==> src/rtl/mem_access_pkg.sv <==
// Shared types for mem_access_unit: FSM states, access size codes and memory pin commands.
package mem_access_pkg;

    localparam int unsigned DATA_BITS = 32;

    typedef enum logic [2:0] {
        ST_IDLE,
        ST_RD,
        ST_RD_WAIT,
        ST_WR,
        ST_FLUSH,
        ST_RESP
    } state_e;

    localparam logic [1:0] SZ_BYTE = 2'b00;
    localparam logic [1:0] SZ_HALF = 2'b01;
    localparam logic [1:0] SZ_WORD = 2'b10;
    localparam logic [1:0] SZ_ILL  = 2'b11;

    typedef struct packed {
        logic sel;
        logic str;
        logic ld;
        logic clr;
    } mem_cmd_t;

    localparam mem_cmd_t CMD_IDLE  = 4'b0000;
    localparam mem_cmd_t CMD_READ  = 4'b1010;
    localparam mem_cmd_t CMD_WRITE = 4'b1100;
    localparam mem_cmd_t CMD_CLEAR = 4'b0001;

    // Memory pins implied by the state the FSM is entering.
    function automatic mem_cmd_t cmd_for(input state_e s);
        case (s)
            ST_RD:    return CMD_READ;
            ST_WR:    return CMD_WRITE;
            ST_FLUSH: return CMD_CLEAR;
            default:  return CMD_IDLE;
        endcase
    endfunction

endpackage

==> src/rtl/mem_access_unit_if.sv <==
// CPU request/response handshake plus data-memory pins for mem_access_unit.
interface mem_access_unit_if import mem_access_pkg::*; #(
    parameter int unsigned ADDR_BITS = 10
);
    logic                   req_valid;
    logic                   req_ready;
    logic                   req_we;
    logic [1:0]             req_size;
    logic                   req_signed;
    logic [ADDR_BITS+1:0]   req_addr;
    logic [DATA_BITS-1:0]   req_wdata;
    logic                   flush_req;
    logic                   resp_valid;
    logic                   resp_ready;
    logic [DATA_BITS-1:0]   resp_rdata;
    logic                   resp_err;
    logic [ADDR_BITS-1:0]   mem_addr;
    logic [DATA_BITS-1:0]   mem_din;
    logic [DATA_BITS-1:0]   mem_dout;
    logic                   mem_sel;
    logic                   mem_str;
    logic                   mem_ld;
    logic                   mem_clr;

    modport slave (
        input  req_valid, req_we, req_size, req_signed, req_addr, req_wdata,
               flush_req, resp_ready, mem_dout,
        output req_ready, resp_valid, resp_rdata, resp_err,
               mem_addr, mem_din, mem_sel, mem_str, mem_ld, mem_clr
    );

    modport master (
        output req_valid, req_we, req_size, req_signed, req_addr, req_wdata,
               flush_req, resp_ready, mem_dout,
        input  req_ready, resp_valid, resp_rdata, resp_err,
               mem_addr, mem_din, mem_sel, mem_str, mem_ld, mem_clr
    );
endinterface

==> src/rtl/mem_lane_fmt.sv <==
// Big-endian lane extract/extend for loads, lane merge for sub-word stores, alignment check.
// MEM_ACCESS_ALIGN_CHECK_EN: flag misaligned half/word accesses instead of forcing alignment.
module mem_lane_fmt import mem_access_pkg::*; (
    input  logic [1:0]           size,
    input  logic                 sgn,
    input  logic [1:0]           off,
    input  logic [DATA_BITS-1:0] rd_word,
    input  logic [15:0]          wdata,
    output logic [DATA_BITS-1:0] ld_data_c,
    output logic [DATA_BITS-1:0] merged_c,
    output logic                 err_c
);
    logic [1:0]  off_c;
    logic [7:0]  byte_c;
    logic [15:0] half_c;

    always_comb begin
        // Low offset bits below the access size never select a lane.
        off_c = off;
        if (size == SZ_HALF) begin
            off_c[0] = 1'b0;
        end else if (size != SZ_BYTE) begin
            off_c = 2'b00;
        end

`ifdef MEM_ACCESS_ALIGN_CHECK_EN
        err_c = (size == SZ_ILL) ||
                ((size == SZ_HALF) && off[0]) ||
                ((size == SZ_WORD) && (off != 2'b00));
`else
        err_c = (size == SZ_ILL);
`endif

        case (off_c)
            2'd0:    byte_c = rd_word[31:24];
            2'd1:    byte_c = rd_word[23:16];
            2'd2:    byte_c = rd_word[15:8];
            default: byte_c = rd_word[7:0];
        endcase
        half_c = off_c[1] ? rd_word[15:0] : rd_word[31:16];

        ld_data_c = rd_word;
        merged_c  = rd_word;
        case (size)
            SZ_BYTE: begin
                ld_data_c = {{24{sgn & byte_c[7]}}, byte_c};
                case (off_c)
                    2'd0:    merged_c[31:24] = wdata[7:0];
                    2'd1:    merged_c[23:16] = wdata[7:0];
                    2'd2:    merged_c[15:8]  = wdata[7:0];
                    default: merged_c[7:0]   = wdata[7:0];
                endcase
            end
            SZ_HALF: begin
                ld_data_c = {{16{sgn & half_c[15]}}, half_c};
                if (off_c[1]) begin
                    merged_c[15:0] = wdata;
                end else begin
                    merged_c[31:16] = wdata;
                end
            end
            default: ;
        endcase
    end

endmodule

==> src/rtl/mem_access_unit.sv <==
// Byte/half/word load-store front end for a word-addressed synchronous memory.
// MEM_ACCESS_ALIGN_CHECK_EN selects error reporting for misaligned accesses (see mem_lane_fmt).
module mem_access_unit import mem_access_pkg::*; #(
    parameter int unsigned ADDR_BITS = 10
) (
    input  logic              clk,
    input  logic              clr_n,
    mem_access_unit_if.slave  bus
);
    state_e                 state_q, state_d;
    logic                   we_q, we_d;
    logic                   sgn_q, sgn_d;
    logic [1:0]             size_q, size_d;
    logic [1:0]             off_q, off_d;
    logic [15:0]            wdata_q, wdata_d;
    logic [ADDR_BITS-1:0]   mem_addr_q, mem_addr_d;
    logic [DATA_BITS-1:0]   mem_din_q, mem_din_d;
    mem_cmd_t               cmd_q, cmd_d;
    logic                   req_ready_q, req_ready_d;
    logic                   resp_valid_q, resp_valid_d;
    logic                   resp_err_q, resp_err_d;
    logic [DATA_BITS-1:0]   resp_rdata_q, resp_rdata_d;

    logic [1:0]             fmt_size_c, fmt_off_c;
    logic [DATA_BITS-1:0]   ld_data_c, merged_c;
    logic                   err_c;

    // In IDLE the formatter classifies the live request; afterwards it works on the latched one.
    assign fmt_size_c = (state_q == ST_IDLE) ? bus.req_size     : size_q;
    assign fmt_off_c  = (state_q == ST_IDLE) ? bus.req_addr[1:0] : off_q;

    mem_lane_fmt u_fmt (
        .size      (fmt_size_c),
        .sgn       (sgn_q),
        .off       (fmt_off_c),
        .rd_word   (bus.mem_dout),
        .wdata     (wdata_q),
        .ld_data_c (ld_data_c),
        .merged_c  (merged_c),
        .err_c     (err_c)
    );

    always_comb begin
        state_d      = state_q;
        we_d         = we_q;
        sgn_d        = sgn_q;
        size_d       = size_q;
        off_d        = off_q;
        wdata_d      = wdata_q;
        mem_addr_d   = mem_addr_q;
        mem_din_d    = mem_din_q;
        resp_err_d   = resp_err_q;
        resp_rdata_d = resp_rdata_q;

        case (state_q)
            ST_IDLE: begin
                if (bus.flush_req) begin
                    state_d = ST_FLUSH;
                end else if (bus.req_valid) begin
                    we_d         = bus.req_we;
                    sgn_d        = bus.req_signed;
                    size_d       = bus.req_size;
                    off_d        = bus.req_addr[1:0];
                    wdata_d      = bus.req_wdata[15:0];
                    mem_addr_d   = bus.req_addr[ADDR_BITS+1:2];
                    resp_err_d   = err_c;
                    resp_rdata_d = '0;
                    if (err_c) begin
                        state_d = ST_RESP;
                    end else if (bus.req_we && (bus.req_size == SZ_WORD)) begin
                        mem_din_d = bus.req_wdata;
                        state_d   = ST_WR;
                    end else begin
                        state_d = ST_RD;
                    end
                end
            end
            ST_RD:      state_d = ST_RD_WAIT;
            ST_RD_WAIT: begin
                if (we_q) begin
                    mem_din_d = merged_c;
                    state_d   = ST_WR;
                end else begin
                    resp_rdata_d = ld_data_c;
                    state_d      = ST_RESP;
                end
            end
            ST_WR:      state_d = ST_RESP;
            ST_FLUSH:   state_d = ST_IDLE;
            ST_RESP: begin
                if (bus.resp_ready) begin
                    state_d = ST_IDLE;
                end
            end
            default:    state_d = ST_IDLE;
        endcase

        // Outputs are registered from the state being entered.
        cmd_d        = cmd_for(state_d);
        req_ready_d  = (state_d == ST_IDLE);
        resp_valid_d = (state_d == ST_RESP);
    end

    always_ff @(posedge clk or negedge clr_n) begin
        if (!clr_n) begin
            state_q      <= ST_IDLE;
            we_q         <= 1'b0;
            sgn_q        <= 1'b0;
            size_q       <= SZ_BYTE;
            off_q        <= 2'b00;
            wdata_q      <= '0;
            mem_addr_q   <= '0;
            mem_din_q    <= '0;
            cmd_q        <= CMD_IDLE;
            req_ready_q  <= 1'b1;
            resp_valid_q <= 1'b0;
            resp_err_q   <= 1'b0;
            resp_rdata_q <= '0;
        end else begin
            state_q      <= state_d;
            we_q         <= we_d;
            sgn_q        <= sgn_d;
            size_q       <= size_d;
            off_q        <= off_d;
            wdata_q      <= wdata_d;
            mem_addr_q   <= mem_addr_d;
            mem_din_q    <= mem_din_d;
            cmd_q        <= cmd_d;
            req_ready_q  <= req_ready_d;
            resp_valid_q <= resp_valid_d;
            resp_err_q   <= resp_err_d;
            resp_rdata_q <= resp_rdata_d;
        end
    end

    assign bus.req_ready  = req_ready_q;
    assign bus.resp_valid = resp_valid_q;
    assign bus.resp_err   = resp_err_q;
    assign bus.resp_rdata = resp_rdata_q;
    assign bus.mem_addr   = mem_addr_q;
    assign bus.mem_din    = mem_din_q;
    assign bus.mem_sel    = cmd_q.sel;
    assign bus.mem_str    = cmd_q.str;
    assign bus.mem_ld     = cmd_q.ld;
    assign bus.mem_clr    = cmd_q.clr;

endmodule

==> src/flat_wrapper.sv <==
// flat-port wrapper written by rule: the top's interface ports become plain ports
module mem_access_unit_flat import mem_access_pkg::*;
#(
    parameter int unsigned ADDR_BITS = 10
)
  (clk, clr_n, bus_req_valid, bus_req_we, bus_req_size, bus_req_signed, bus_req_addr, bus_req_wdata, bus_flush_req, bus_resp_ready, bus_mem_dout, bus_req_ready, bus_resp_valid, bus_resp_rdata, bus_resp_err, bus_mem_addr, bus_mem_din, bus_mem_sel, bus_mem_str, bus_mem_ld, bus_mem_clr);
  mem_access_unit_if #(.ADDR_BITS(ADDR_BITS)) bus_i ();
  input  logic clk;
  input  logic clr_n;
  input wire logic [$bits(bus_i.req_valid)-1:0] bus_req_valid;
  input wire logic [$bits(bus_i.req_we)-1:0] bus_req_we;
  input wire logic [$bits(bus_i.req_size)-1:0] bus_req_size;
  input wire logic [$bits(bus_i.req_signed)-1:0] bus_req_signed;
  input wire logic [$bits(bus_i.req_addr)-1:0] bus_req_addr;
  input wire logic [$bits(bus_i.req_wdata)-1:0] bus_req_wdata;
  input wire logic [$bits(bus_i.flush_req)-1:0] bus_flush_req;
  input wire logic [$bits(bus_i.resp_ready)-1:0] bus_resp_ready;
  input wire logic [$bits(bus_i.mem_dout)-1:0] bus_mem_dout;
  output wire logic [$bits(bus_i.req_ready)-1:0] bus_req_ready;
  output wire logic [$bits(bus_i.resp_valid)-1:0] bus_resp_valid;
  output wire logic [$bits(bus_i.resp_rdata)-1:0] bus_resp_rdata;
  output wire logic [$bits(bus_i.resp_err)-1:0] bus_resp_err;
  output wire logic [$bits(bus_i.mem_addr)-1:0] bus_mem_addr;
  output wire logic [$bits(bus_i.mem_din)-1:0] bus_mem_din;
  output wire logic [$bits(bus_i.mem_sel)-1:0] bus_mem_sel;
  output wire logic [$bits(bus_i.mem_str)-1:0] bus_mem_str;
  output wire logic [$bits(bus_i.mem_ld)-1:0] bus_mem_ld;
  output wire logic [$bits(bus_i.mem_clr)-1:0] bus_mem_clr;
  assign bus_i.req_valid = bus_req_valid;
  assign bus_i.req_we = bus_req_we;
  assign bus_i.req_size = bus_req_size;
  assign bus_i.req_signed = bus_req_signed;
  assign bus_i.req_addr = bus_req_addr;
  assign bus_i.req_wdata = bus_req_wdata;
  assign bus_i.flush_req = bus_flush_req;
  assign bus_i.resp_ready = bus_resp_ready;
  assign bus_i.mem_dout = bus_mem_dout;
  assign bus_req_ready = bus_i.req_ready;
  assign bus_resp_valid = bus_i.resp_valid;
  assign bus_resp_rdata = bus_i.resp_rdata;
  assign bus_resp_err = bus_i.resp_err;
  assign bus_mem_addr = bus_i.mem_addr;
  assign bus_mem_din = bus_i.mem_din;
  assign bus_mem_sel = bus_i.mem_sel;
  assign bus_mem_str = bus_i.mem_str;
  assign bus_mem_ld = bus_i.mem_ld;
  assign bus_mem_clr = bus_i.mem_clr;
  mem_access_unit #(.ADDR_BITS(ADDR_BITS)) u_core (.clk(clk), .clr_n(clr_n), .bus(bus_i));
endmodule
==> config.mk <==
export PLATFORM = sky130hd
export DESIGN_NAME = mem_access_unit_flat
export DESIGN_NICKNAME = d
export VERILOG_FILES = /design/src/rtl/mem_access_pkg.sv /design/src/rtl/mem_access_unit_if.sv /design/src/rtl/mem_lane_fmt.sv /design/src/rtl/mem_access_unit.sv /design/src/flat_wrapper.sv
export SDC_FILE = /design/constraint.sdc
export NUM_CORES = 1
export LEC_CHECK = 0
export ABC_AREA = 1
export CAP_MARGIN = 20
export CORE_MARGIN = 2
export CORE_UTILIZATION = 45
export CTS_CLUSTER_SIZE = 20
export DETAILED_ROUTE_END_ITERATION = 7
export PLACE_DENSITY = 0.85
export SLEW_MARGIN = 20
export SYNTH_ARGS = -nofsm -noshare
export SYNTH_HDL_FRONTEND = slang
export SYNTH_HIERARCHICAL = 1
export SYNTH_SLANG_ARGS = --single-unit
export TNS_END_PERCENT = 20
==> constraint.sdc <==
create_clock -name clk -period 2.4 [get_ports clk]
set_input_delay 0.48 -clock clk [delete_from_list [all_inputs] [get_ports clk]]
set_output_delay 0.48 -clock clk [all_outputs]
set_load 0.01 [all_outputs]
; Word-level counts from Yosys, hierarchy flattened
; Index checks and enable logic that the tools add are counted.
[word_totals]
ff_bits = 106
input_bits = 85
out_inout_bits = 81
word_cells = 82
[op_classes]
n_eq_ne = 19
mux = 33
n_bitwise = 3
n_reduce_logical = 11
[op_table]
columns = operator, count
row1 = 32-bit two-way mux, 8
row2 = 32-bit case mux with 2 select lines, 4
row3 = 16-bit two-way mux, 3
row4 = 8-bit two-way mux, 4
row5 = 8-bit case mux with 3 select lines, 1
row6 = 3-bit two-way mux, 5
row7 = 3-bit case mux with 5 select lines, 1
row8 = 4-bit case mux with 3 select lines, 1
row9 = "2-bit inequality test, second input constant", 5
row10 = "3-bit by 2-bit equality test with 1-bit output, second input constant", 3
row11 = "3-bit equality test, second input constant", 3
row12 = 2-bit two-way mux, 4
row13 = "2-bit equality test, second input constant", 3
row14 = "3-bit by 1-bit equality test with 1-bit output, second input constant", 2
row15 = 3-bit zero test, 2
row16 = 6-bit AND reduction, 1
row17 = "2-bit by 1-bit equality test with 1-bit output, second input constant", 2
row18 = 2-bit zero test, 2
row19 = 4-bit AND reduction, 1
row20 = 2-bit nonzero test, 2
row21 = 3-bit AND reduction, 1
row22 = 3-bit OR reduction, 1
row23 = 1-bit bitwise AND, 2
row24 = 1-bit two-way mux, 2
row25 = 3 further kinds, 3

; Logic depth before layout (Yosys ltp)
[logic_depth]
depth_word = 11
depth_mapped = 18
depth_no_buf = 15

; By module
; The synthesis kept the hierarchy.
[modules_own_cells]
columns = module, n_inst, cells_per_inst, area_per_inst_um2
row1 = mem_access_unit, 1, 586, 4614.4
row2 = mem_lane_fmt, 1, 399, 1944.4

; Worst setup path before layout
; Ideal clock, no wire load.
[synth_path]
path_type = reg-to-reg
start = register u_core.state_q[1]
end = register u_core.mem_din_q[22], in the netlist u_core/bus.mem_din[22]
setup_ns = 0.065
arrival_ns = 2.455
setup_slack_ns = -0.120
stages_incl_launch_ff = 14
n_path_buf = 2
cell_sequence = dfrtp_1 -> nor2_1 -> nand2_1 -> buf_6 -> o21ai_0 -> nand2_1 -> buf_2 -> a21oi_1 -> o21ai_0 -> nand3_1 -> nand2_1 -> nand2_1 -> nand3_1 -> nand2_1
[synth_via]
elab_chain_len = 10
elab_cells_between_ends = 24
classes_between = eq/ne: 9 / mux: 10 / reduce/logical: 5
[synth_lines]
columns = element, line
row1 = from (decl), mem_access_unit.sv:10  ; state_e state_q, state_d;
row2 = from (signal assigned), mem_access_unit.sv:120  ; state_q <= state_d;
row3 = 3-bit zero test (*), mem_access_unit.sv:29  ; assign fmt_size_c = (state_q == ST_IDLE) ? bus.req_size : size_q;
row4 = 2-bit two-way mux (*), mem_access_unit.sv:29
row5 = net u_core.fmt_size_c[0], mem_access_unit.sv:24  ; logic [1:0] fmt_size_c, fmt_off_c;
row6 = 2-bit nonzero test, mem_lane_fmt.sv:22  ; end else if (size != SZ_BYTE) begin
row7 = 2-bit two-way mux, mem_lane_fmt.sv:22
row8 = 1-bit two-way mux, mem_lane_fmt.sv:20  ; if (size == SZ_HALF) begin
row9 = 2-bit by 1-bit equality test with 1-bit output, mem_lane_fmt.sv:47  ; case (off_c)
row10 = 8-bit two-way mux, mem_lane_fmt.sv:47
row11 = 32-bit case mux with 2 select lines (*), mem_lane_fmt.sv:44  ; case (size)
row12 = net u_core.merged_c[22], mem_access_unit.sv:25  ; logic [DATA_BITS-1:0] ld_data_c, merged_c;
row13 = 32-bit two-way mux (*), mem_access_unit.sv:80  ; if (we_q) begin
row14 = 32-bit case mux with 2 select lines (*), mem_access_unit.sv:55  ; case (state_q)
row15 = to (signal assigned), mem_access_unit.sv:127  ; mem_din_q <= mem_din_d;
row16 = to (decl), mem_access_unit.sv:17  ; logic [DATA_BITS-1:0] mem_din_q, mem_din_d;
; Mark *: on every way through the listed nets, which the timed path passes. The rest lies on a longest branch. The select of a mux whose other input is x is not followed.
; A chain may end at the register's enable or synchronous reset.

; Worst setup path in the final report
[layout_path]
start = register u_core.state_q[1]
end = register u_core.mem_din_q[30], in the netlist u_core/bus.mem_din[30]
[layout_via]
elab_chain_len = 10
elab_cells_between_ends = 24
classes_between = eq/ne: 8 / mux: 10 / reduce/logical: 6
[layout_lines]
columns = element, line
row1 = 3-bit zero test (*), mem_access_unit.sv:29
row2 = 2-bit two-way mux (*), mem_access_unit.sv:29
row3 = net u_core.fmt_size_c[1], mem_access_unit.sv:24
row4 = 2-bit nonzero test, mem_lane_fmt.sv:22
row5 = 2-bit two-way mux, mem_lane_fmt.sv:22
row6 = 1-bit two-way mux, mem_lane_fmt.sv:20
row7 = 2-bit zero test, mem_lane_fmt.sv:47
row8 = 8-bit two-way mux, mem_lane_fmt.sv:47
row9 = 32-bit case mux with 2 select lines (*), mem_lane_fmt.sv:44
row10 = net u_core.merged_c[30], mem_access_unit.sv:25
row11 = 32-bit two-way mux (*), mem_access_unit.sv:80
row12 = 32-bit case mux with 2 select lines (*), mem_access_unit.sv:55
; Marks and branches as above.

==> impl_results.rst <==
.. list-table::
   :header-rows: 1

   * - Metric
     - Value
   * - Leading area contributor after synthesis
     - dfrtp_1
   * - Placed instance area
     - 8840 um2
   * - Critical register-to-register path endpoint
     - u_core/bus.mem_din[30]
   * - Area added between synthesis and finish
     - 39.6%
   * - Largest driver fanout on the critical path
     - 11
   * - Setup WS pre-CTS
     - -87.9 ps
   * - Post-synthesis compound-gate area fraction
     - 12.5%
   * - Final nets
     - 1267
   * - CP dominant cell by count
     - nand2_1
   * - Post-CTS Hold Buffers
     - 0
   * - Leakage
     - 4.70 nW
   * - Pwr Density
     - 1490 nW/um2
   * - Largest net degree at the start of global routing
     - 41
   * - Simple-gate portion of the synthesized area
     - 39.4%
   * - Peak ir drop on the vdd network
     - 0.740 mV
   * - Clock Skews
     - 10.4 ps
   * - Cts bufs inserted
     - 9
   * - Starting Density
     - 45.6%
   * - Largest incremental delay on the critical path
     - 410 ps
   * - Setup repair after global routing missed its margin
     - false
   * - Tightest Pin Transition
     - 579 ps
   * - Crit path DAT
     - 2500 ps
   * - Area of the die
     - 15600 um2
   * - Final critical-path setup slack
     - 199 ps
   * - DRC violations left
     - 0
   * - Filler cells
     - 1304
   * - Clock insertion delay at the later pin of the skew report
     - 370 ps
   * - Drt wl/cell
     - 17.6 um
   * - Headroom to the max-slew limit
     - 61.4%
   * - Post-synth top area share
     - 40.1%
   * - Worst-path clk slew
     - 80 ps
   * - Parity-gate share of the synthesized area counting xor and xnor cells
     - 0%
   * - Area taken by multi-input logic gates
     - 3430 um2
   * - Final count of pins violating max slew
     - 0
   * - Iter 0 DRT Violations
     - 855
   * - Sequential cell area
     - 2650 um2
   * - Final non-filler cell area
     - 9160 um2
   * - Final WL
     - 24100 um
   * - Hold Vio Cnt, Final
     - 0
   * - Synthesis warning total
     - 6
   * - Synth Cell Area
     - 6560 um2
   * - Share of cells above drive strength 1
     - 10.7%
   * - Fraction of the yosys area taken by sequential cells
     - 40.5%
   * - Number of vias per cell
     - 5.44
   * - Number of global-route vias before repair
     - 7103
   * - Startpoint type of the worst setup path
     - flip-flop
   * - Final setup viols
     - 0
   * - Async SR Flop Fraction
     - 100%
   * - Critical-path top delay cell
     - dfrtp_1
   * - Port bufs
     - 165
   * - Worst setup path category
     - reg2reg
   * - Depth of the CTS H-tree
     - 3
   * - Clock Sink Count
     - 106
   * - Leading cell types by total area after synthesis
     - dfrtp_1 40%, nand2_1 27%, nand3_1 7.6%
   * - Multiplexer area fraction after synthesis
     - 0%
   * - Vias
     - 7460
   * - DIE HEIGHT
     - 125 um
   * - Setup Total Neg Slack
     - 0 ps
   * - Final worst-path cycle share
     - 91.7%
   * - Count of antenna diodes in the layout
     - 0
   * - Antenna violations before repair
     - 0
   * - Hold WC Path Type
     - in2async
   * - Clock tree from TritonCTS
     - built
   * - Most used standard cell by instance count after synthesis
     - nand2_1
   * - Main combinational cell family by area after synthesis
     - simple AND/OR/NAND/NOR gates
   * - Die width
     - 125 um
   * - Count of mapped cells out of synthesis
     - 985
   * - Number of nets with antenna violations after detailed routing
     - 0
   * - Max capacitance violation total
     - 0
   * - Area share of fa/ha/maj cells after synthesis
     - 0%
   * - Detailed placer's ending HPWL
     - 17900 um
   * - Mean instance size in the synthesized netlist
     - 6.66 um2
   * - Dominant synthesized flop cell
     - dfrtp_1
   * - Required time at the worst-slack endpoint
     - 2700 ps
   * - Grt ovf
     - 0
   * - Flops & latches, synth
     - 106
   * - Leading cell types by count after synthesis
     - 470 x nand2_1, 105 x dfrtp_1, 99 x nand3_1, 79 x o21ai_0
   * - Crit. End Element
     - flip-flop
   * - Global placement routability congestion
     - 1.01
   * - Synth unique cells
     - 33
   * - Synth Net Count
     - 1070
   * - Crit path cell chain
     - nor2_4 -> nand2_4 -> nand2_1 -> o21ai_2 -> buf_4 -> nor2_8 -> nand2_4 -> nand2_4 -> inv_2 -> nand2_1 -> o21ai_1 -> o21ai_1 -> nand2_1 -> nand2_1 -> nand3_1 -> nand2_1
   * - Setup slack of the most critical reg-to-reg path
     - 200 ps
   * - Library cell used as clock root buffer
     - clkbuf_16
   * - Highest clock rate
     - 454 MHz
   * - Outcome
     - finished, final reports clean
   * - Time the final worst path needs with I/O delays and setup
     - 2200 ps
   * - Worst flop-to-flop path startpoint
     - u_core/state_q[1]
   * - Number of flops mapped to enable cells by yosys
     - 0
   * - DRT Pass-1 Iters
     - 6
   * - Number of cells on the worst reg-to-reg path
     - 16
   * - Clock tree buffer depth
     - 2
   * - Row count
     - 44
   * - I/O pin cnt
     - 166
   * - Overall routing resource usage
     - 31.1%
   * - Floorplan Core Area
     - 14400 um2
   * - Global-route wire length before repair
     - 38700 um
[power by group]
part / leakage (nW) / internal, mW / switching, mW / total (mW)
Clock: 0.139 / 0.723 / 0.736 / 1.46
Sequential: 1.36 / 2.56 / 0.537 / 3.10
Combinational: 3.19 / 3.74 / 5.35 / 9.09
[flip-flops by register name, indices dropped and copies added, names as in the netlist, 2 cells and up]
name                   flops
u_core/size_q              2
u_core/off_q               2
u_core/bus.resp_rdata     32
u_core/state_q             3
u_core/bus.mem_din        32
u_core/wdata_q            16
u_core/bus.mem_addr       10
[worst max-delay path by stage]
stage | start | end | slack [ps] | cells past startpoint
global placement | bus_req_size[1] | u_core/bus.mem_din[17] | -80 | 15
finish | u_core/state_q[1] | u_core/bus.mem_din[30] | 200 | 16
detailed placement | bus_req_size[1] | u_core/bus.mem_din[18] | -90 | 15
floorplan | u_core/state_q[1] | u_core/bus.mem_din[30] | 7 | 16
CTS | u_core/state_q[0] | u_core/bus.mem_din[17] | 30 | 15
global route | u_core/state_q[1] | u_core/bus.mem_din[8] | 8 | 16
[worst max-delay path: cells and delay by family (launching register included)]
kind / cells / cell delay (ps)
compound gates: 3 / 270
buf+inv: 2 / 300
flops: 1 / 410
simple gates: 11 / 1150
[layout make-up]
type,count,area share (%)
clock inverter,7,0.697
multi-input combinational,774,37.5
sequential,106,29.0
timing repair buffer,243,25.9
tap,184,2.51
clock buffer,9,2.46
inverter,48,1.99
[layer usage]
metal | up-vias | routed length (um) | GRT usage (%)
met1 | 3460 | 10500 | 43.1
met5 | - | 0 | 0
met2 | 362 | 10900 | 49.2
met3 | 59 | 1930 | 5.07
li1 | 3579 | - | -
met4 | 0 | 806 | 12.0
[repair_timing]
item	4_1_cts	5_1_grt
gates resized for setup	0	5
setup endpoints to repair	0	63
setup buffers	0	2
[cells by family (layout without fill, tap and decap cells)]
logic type	Yosys count	after routing
and+or+nand+nor	627	627
AOI/OAI and AO/OA	147	147
DFF	106	106
buffers and inverters	105	307
[per-stage QoR]
stage	utilization, %	instances	hold slack, ps	total power, mW
3_5_place_dp	61.5	1353	460	11.9
5_1_grt	63.7	1371	148	14.6
2_1_floorplan	-	985	184	7.98
3_3_place_gp	61.5	1353	455	11.9
4_1_cts	63.5	1369	131	13.4
6_report	63.7	1371	112	13.6
[cells in the final DEF, fill, tap and decap left out, drive strengths merged]
| master | count |
|---|---|
| nand2 | 475 |
| clkdlybuf4s50 | 164 |
| dfrtp | 105 |
| nand3 | 103 |
| o21ai | 89 |
| buf | 79 |
| inv | 49 |
| nor2 | 44 |
| a21oi | 28 |
| o211ai | 12 |
| clkbuf | 9 |
| a31oi | 9 |
| clkinv | 5 |
| nand4 | 4 |
| o21a | 3 |
| o22ai | 2 |
| o2111ai | 2 |
| o221ai | 2 |
| clkinvlp | 1 |
| nor3 | 1 |
| dfstp | 1 |
No activity file was read; power rests on OpenSTA's default activity.
==> RTL edit 1 (config.mk and constraints unchanged) <==
Re-encode `state_e` (6 states) as Gray code, 3 bits wide.
--- a/src/rtl/mem_access_pkg.sv
+++ b/src/rtl/mem_access_pkg.sv
@@ -6,8 +6,8 @@
     typedef enum logic [2:0] {
-        ST_IDLE,
-        ST_RD,
-        ST_RD_WAIT,
-        ST_WR,
-        ST_FLUSH,
-        ST_RESP
+        ST_IDLE    = 3'b000,
+        ST_RD      = 3'b001,
+        ST_RD_WAIT = 3'b011,
+        ST_WR      = 3'b010,
+        ST_FLUSH   = 3'b110,
+        ST_RESP    = 3'b111
     } state_e;
Formal check against the unedited RTL: no difference found for any inputs over 4 cycles, from zero or initial values; so few cycles prove little.
==> RTL edit 1 against the unedited design <==
Critical path depth is the same. Sequential cell count is the same. Non-clock buffer count shrank 12. Synthesized cell count shrank 0.30%. Setup slack lost 0.092 ns. Design area shrank 0.40%. Clock skew shrank 0.0024 ns. First-iteration DRC count shrank 14%. Power grew 2.6%. Via count grew 0.24%. Wire length grew 0.98%. Area after synthesis grew 0.84%. Utilization shrank 0.49 points. Combinational power grew 2.5%. Critical path type unchanged.
==> RTL edit 1: results (changes against the unedited design) <==
stage,metric,value,unit,change
status,outcome,finished clean,,
synthesis,Synth area leaders,"dfrtp_1 40%, nand2_1 22%, nand3_1 12%",,
pwr,Leakage,4.669,nW,-0.57%
synthesis,commonest cells in the netlist,"384 x nand2_1, 162 x nand3_1, 105 x dfrtp_1",,
synthesis,Synth Area in Compound Gates,13.28,%,+0.77 points
layout,Fill cells,1311,,+0.54%
sta,fin crit period,2.292,ns,+0.09182 ns
global_routing,gr usage total,31.00,%,-0.15 points
place,DP Worst Slack,-0.1988,ns,-0.1109 ns
synthesis,Mapped Nets,1067,,-0.28%
detailed_routing,met3 WL,2213,µm,+15%
pwr,overall power,13.99,mW,+2.6%
global_routing,number of global-route vias before repair,6884,,-3.1%
global_routing,met1 GRT Util,44.41,%,+1.4 points
sta,worst hold margin,0.05189,ns,-0.06017 ns
place,Post-Place Cell Area,8791,µm²,-0.52%
sta,Fin Clk Skew,0.007941,ns,-0.002415 ns
synthesis,post-synth cell types,35,,+6.1%
global_routing,global-route wire length before repair,38130,µm,-1.5%
sta,Slew HR,55.12,%,-6.3 points
layout,Total Nets Final,1248,,-1.5%
layout,multi-input logic area,3448,µm²,+0.51%
detailed_routing,routed length per instance,18.01,µm,+2.4%
setup_path,Worst Path Arrival,2.56,ns,+0.06 ns
layout,final cell count without fillers,1352,,-1.4%
pwr,Int Pwr,7.162,mW,+2.0%
synthesis,cells after synthesis,982,,-0.30%
place,Final HPWL DP,18210,µm,+1.9%
place,final RePlAce weighted congestion,1.009,,+0.17%
place,placed insts,1335,,-1.3%
detailed_routing,First DRT Iteration DRCs,736,,-14%
-- RTL edit 1: what timing repair did --
| action | 4_1_cts | 5_1_grt |
|---|---|---|
| gates resized for setup | 0 | 6 |
| setup endpoints to repair | 0 | 57 |
| hold buffers | 0 | 0 |
-- RTL edit 1: worst paths after layout --
| check | to | cells after the start |
|---|---|---|
| worst max-delay path | u_core/bus.mem_din[8] | 16 |
| worst min-delay path | u_core/bus.mem_din[27] | 1 |
| worst max register to register | u_core/bus.mem_din[8] | 16 |
| worst min register to register | u_core/bus.mem_din[31] | 2 |
| max in group asynchronous | u_core/bus.req_ready | 2 |
| min in group clk | u_core/bus.mem_din[31] | 2 |
-- RTL edit 1: cell type report --
class	instances	share of cell area, %
Timing Repair Buffer	231	24.78
Inverter	58	2.414
Clock buffer	9	2.469
Tap cell	184	2.524
Sequential cell	106	29.09
Multi-Input combinational cell	757	37.80
Clock inverter	7	0.9189
==> RTL edit 2 (config.mk and constraints unchanged) <==
Made on the original files. `ADDR_BITS` is set to 10 in 3 places; all go to 11.
--- a/src/rtl/mem_access_unit_if.sv
+++ b/src/rtl/mem_access_unit_if.sv
@@ -2,3 +2,3 @@
 interface mem_access_unit_if import mem_access_pkg::*; #(
-    parameter int unsigned ADDR_BITS = 10
+    parameter int unsigned ADDR_BITS = 11
 );
--- a/src/rtl/mem_access_unit.sv
+++ b/src/rtl/mem_access_unit.sv
@@ -3,3 +3,3 @@
 module mem_access_unit import mem_access_pkg::*; #(
-    parameter int unsigned ADDR_BITS = 10
+    parameter int unsigned ADDR_BITS = 11
 ) (
--- a/src/flat_wrapper.sv
+++ b/src/flat_wrapper.sv
@@ -3,3 +3,3 @@
 #(
-    parameter int unsigned ADDR_BITS = 10
+    parameter int unsigned ADDR_BITS = 11
 )
Ports: changed (resized bus_mem_addr and bus_req_addr); port bits go from 166 to 168. No check against the original RTL was run, so the function may have changed too.
==> RTL edit 2 against the unedited design <==
Sequential power grew 2%. Wire length fell by 2.2%. Die area is essentially flat. Design area increased by 3.9%. Power is 8.0% higher. Sequential cell count rose by 1. Largest cell class unchanged. Area after synthesis barely moved. Setup slack worse by 0.070 ns.
==> RTL edit 2: results (changes against the unedited design) <==
stage,metric,value,unit,change
layout,Total Nets Final,1297,,+2.4%
synthesis,cells after synthesis,987,,+0.20%
cts,Clock Sinks,107,,+0.94%
layout,multi-input logic area,3490,µm²,+1.7%
pwr,Seq power,3.17,mW,+2%
place,Post-Place Cell Area,9005,µm²,+1.9%
pwr,Int Pwr,7.920,mW,+13%
synthesis,post-synth cell types,32,,-3.0%
global_routing,gr usage total,29.83,%,-1.3 points
layout,ClkCell Share,3.654,%,+0.50 points
sta,Fin Clk Skew,0.006330,ns,-0.004027 ns
pwr,sw power,6.810,mW,+2.9%
layout,#MultiIn Comb,775,,+0.13%
layout,Signal inverters,49,,+2.1%
setup_path,crit-path max cell delay,0.39,ns,-0.02 ns
layout,fraction of layout cells with a size suffix above 1,13.40,%,+2.7 points
global_routing,pin count of the biggest net entering global routing,108,,+160%
layout,Seq/total area,28.14,%,-0.84 points
place,Final HPWL DP,17220,µm,-3.6%
setup_path,Reg2Reg Capture Point,u_core/bus.resp_rdata[25],,
place,final RePlAce weighted congestion,1.004,,-0.39%
pwr,Comb power,9.82,mW,+8.0%
place,DP Worst Slack,-0.1402,ns,-0.05228 ns
synthesis,Mapped Nets,1073,,+0.28%
pwr,Peak VDD IR,0.0008970,V,+21%
setup_path,Worst Path Max Fanout,8,,-3
synthesis,sequential fraction of the synthesis area,40.87,%,+0.41 points
layout,Reg area,2679,µm²,+0.94%
sta,Slew HR,59.49,%,-1.9 points
synthesis,Synth Area in Compound Gates,12.33,%,-0.18 points
setup_path,Reg2Reg Setup Slack,0.13,ns,-0.07 ns
pwr,Leakage,4.890,nW,+4.1%
setup_path,Worst Path Arrival,2.52,ns,+0.02 ns
status,outcome,finished clean,,
setup_path,startpoint of the worst register-to-register path,u_core/state_q[0],,
detailed_routing,Detailed Route WL,23590,µm,-2.2%
sta,worst hold margin,0.1484,ns,+0.03637 ns
place,PortBufs,167,,+1.2%
setup_path,worst r2r path cells,15,,-1
synthesis,Synth area leaders,"dfrtp_1 40%, nand2_1 27%, nand3_1 7.6%",,
layout,NonClk Buf Share,27.13,%,+1.2 points
layout,Non-clk bufs,269,,+11%
synthesis,synthesized area,6554,µm²,about the same
RTL edit 2: worst max path at each step:
stage               slack [ns]               from  cells after the start                   endpoint
floorplan                 0.03  u_core/state_q[1]                     16     u_core/bus.mem_din[16]
global placement         -0.13    bus_req_size[1]                     15     u_core/bus.mem_din[15]
detailed placement       -0.14    bus_req_size[1]                     15     u_core/bus.mem_din[30]
CTS                      0.009  u_core/state_q[1]                     16     u_core/bus.mem_din[30]
global route             -0.04  u_core/state_q[0]                     15     u_core/bus.mem_din[13]
finish                    0.13  u_core/state_q[0]                     15  u_core/bus.resp_rdata[25]
RTL edit 2: layer usage:
layer | vias up | part of all wire (%) | global-route usage [%] | routed length, µm
li1 | 3629 | - | - | -
met1 | 3575 | 42 | 39.56 | 9843
met2 | 368 | 45 | 45.42 | 10680
met3 | 73 | 8.3 | 7.088 | 1953
met4 | 0 | 4.7 | 15.60 | 1112
met5 | - | 0 | 0 | 0
RTL edit 2: critical path: cells and delay by family, from the launching register on:
kind / cells / cell delay (ns)
simple gates: 10 / 1.09
buf+inv: 4 / 0.59
flops: 1 / 0.39
compound gates: 1 / 0.08
RTL edit 2: timing repair:
item	4_1_cts	5_1_grt
pin swaps	0	7
setup buffers	0	6
hold buffers	0	0
gates cloned	0	1
gates resized for setup	1	31
endpoints found under the setup margin	9	51
RTL edit 2: kinds of logic after synthesis:
kind of cell	count (synthesis)
AND/OR/NAND/NOR	629
AO/OA/AOI/OAI	145
flip-flops	107
buffers and inverters	106
RTL edit 2: metrics by stage:
stage / TNS [ns] / std cells
2_1_floorplan: 0 / 987
3_3_place_gp: -3.400 / 1377
3_5_place_dp: -4.389 / 1377
4_1_cts: 0 / 1393
5_1_grt: -0.05449 / 1400
6_report: 0 / 1400
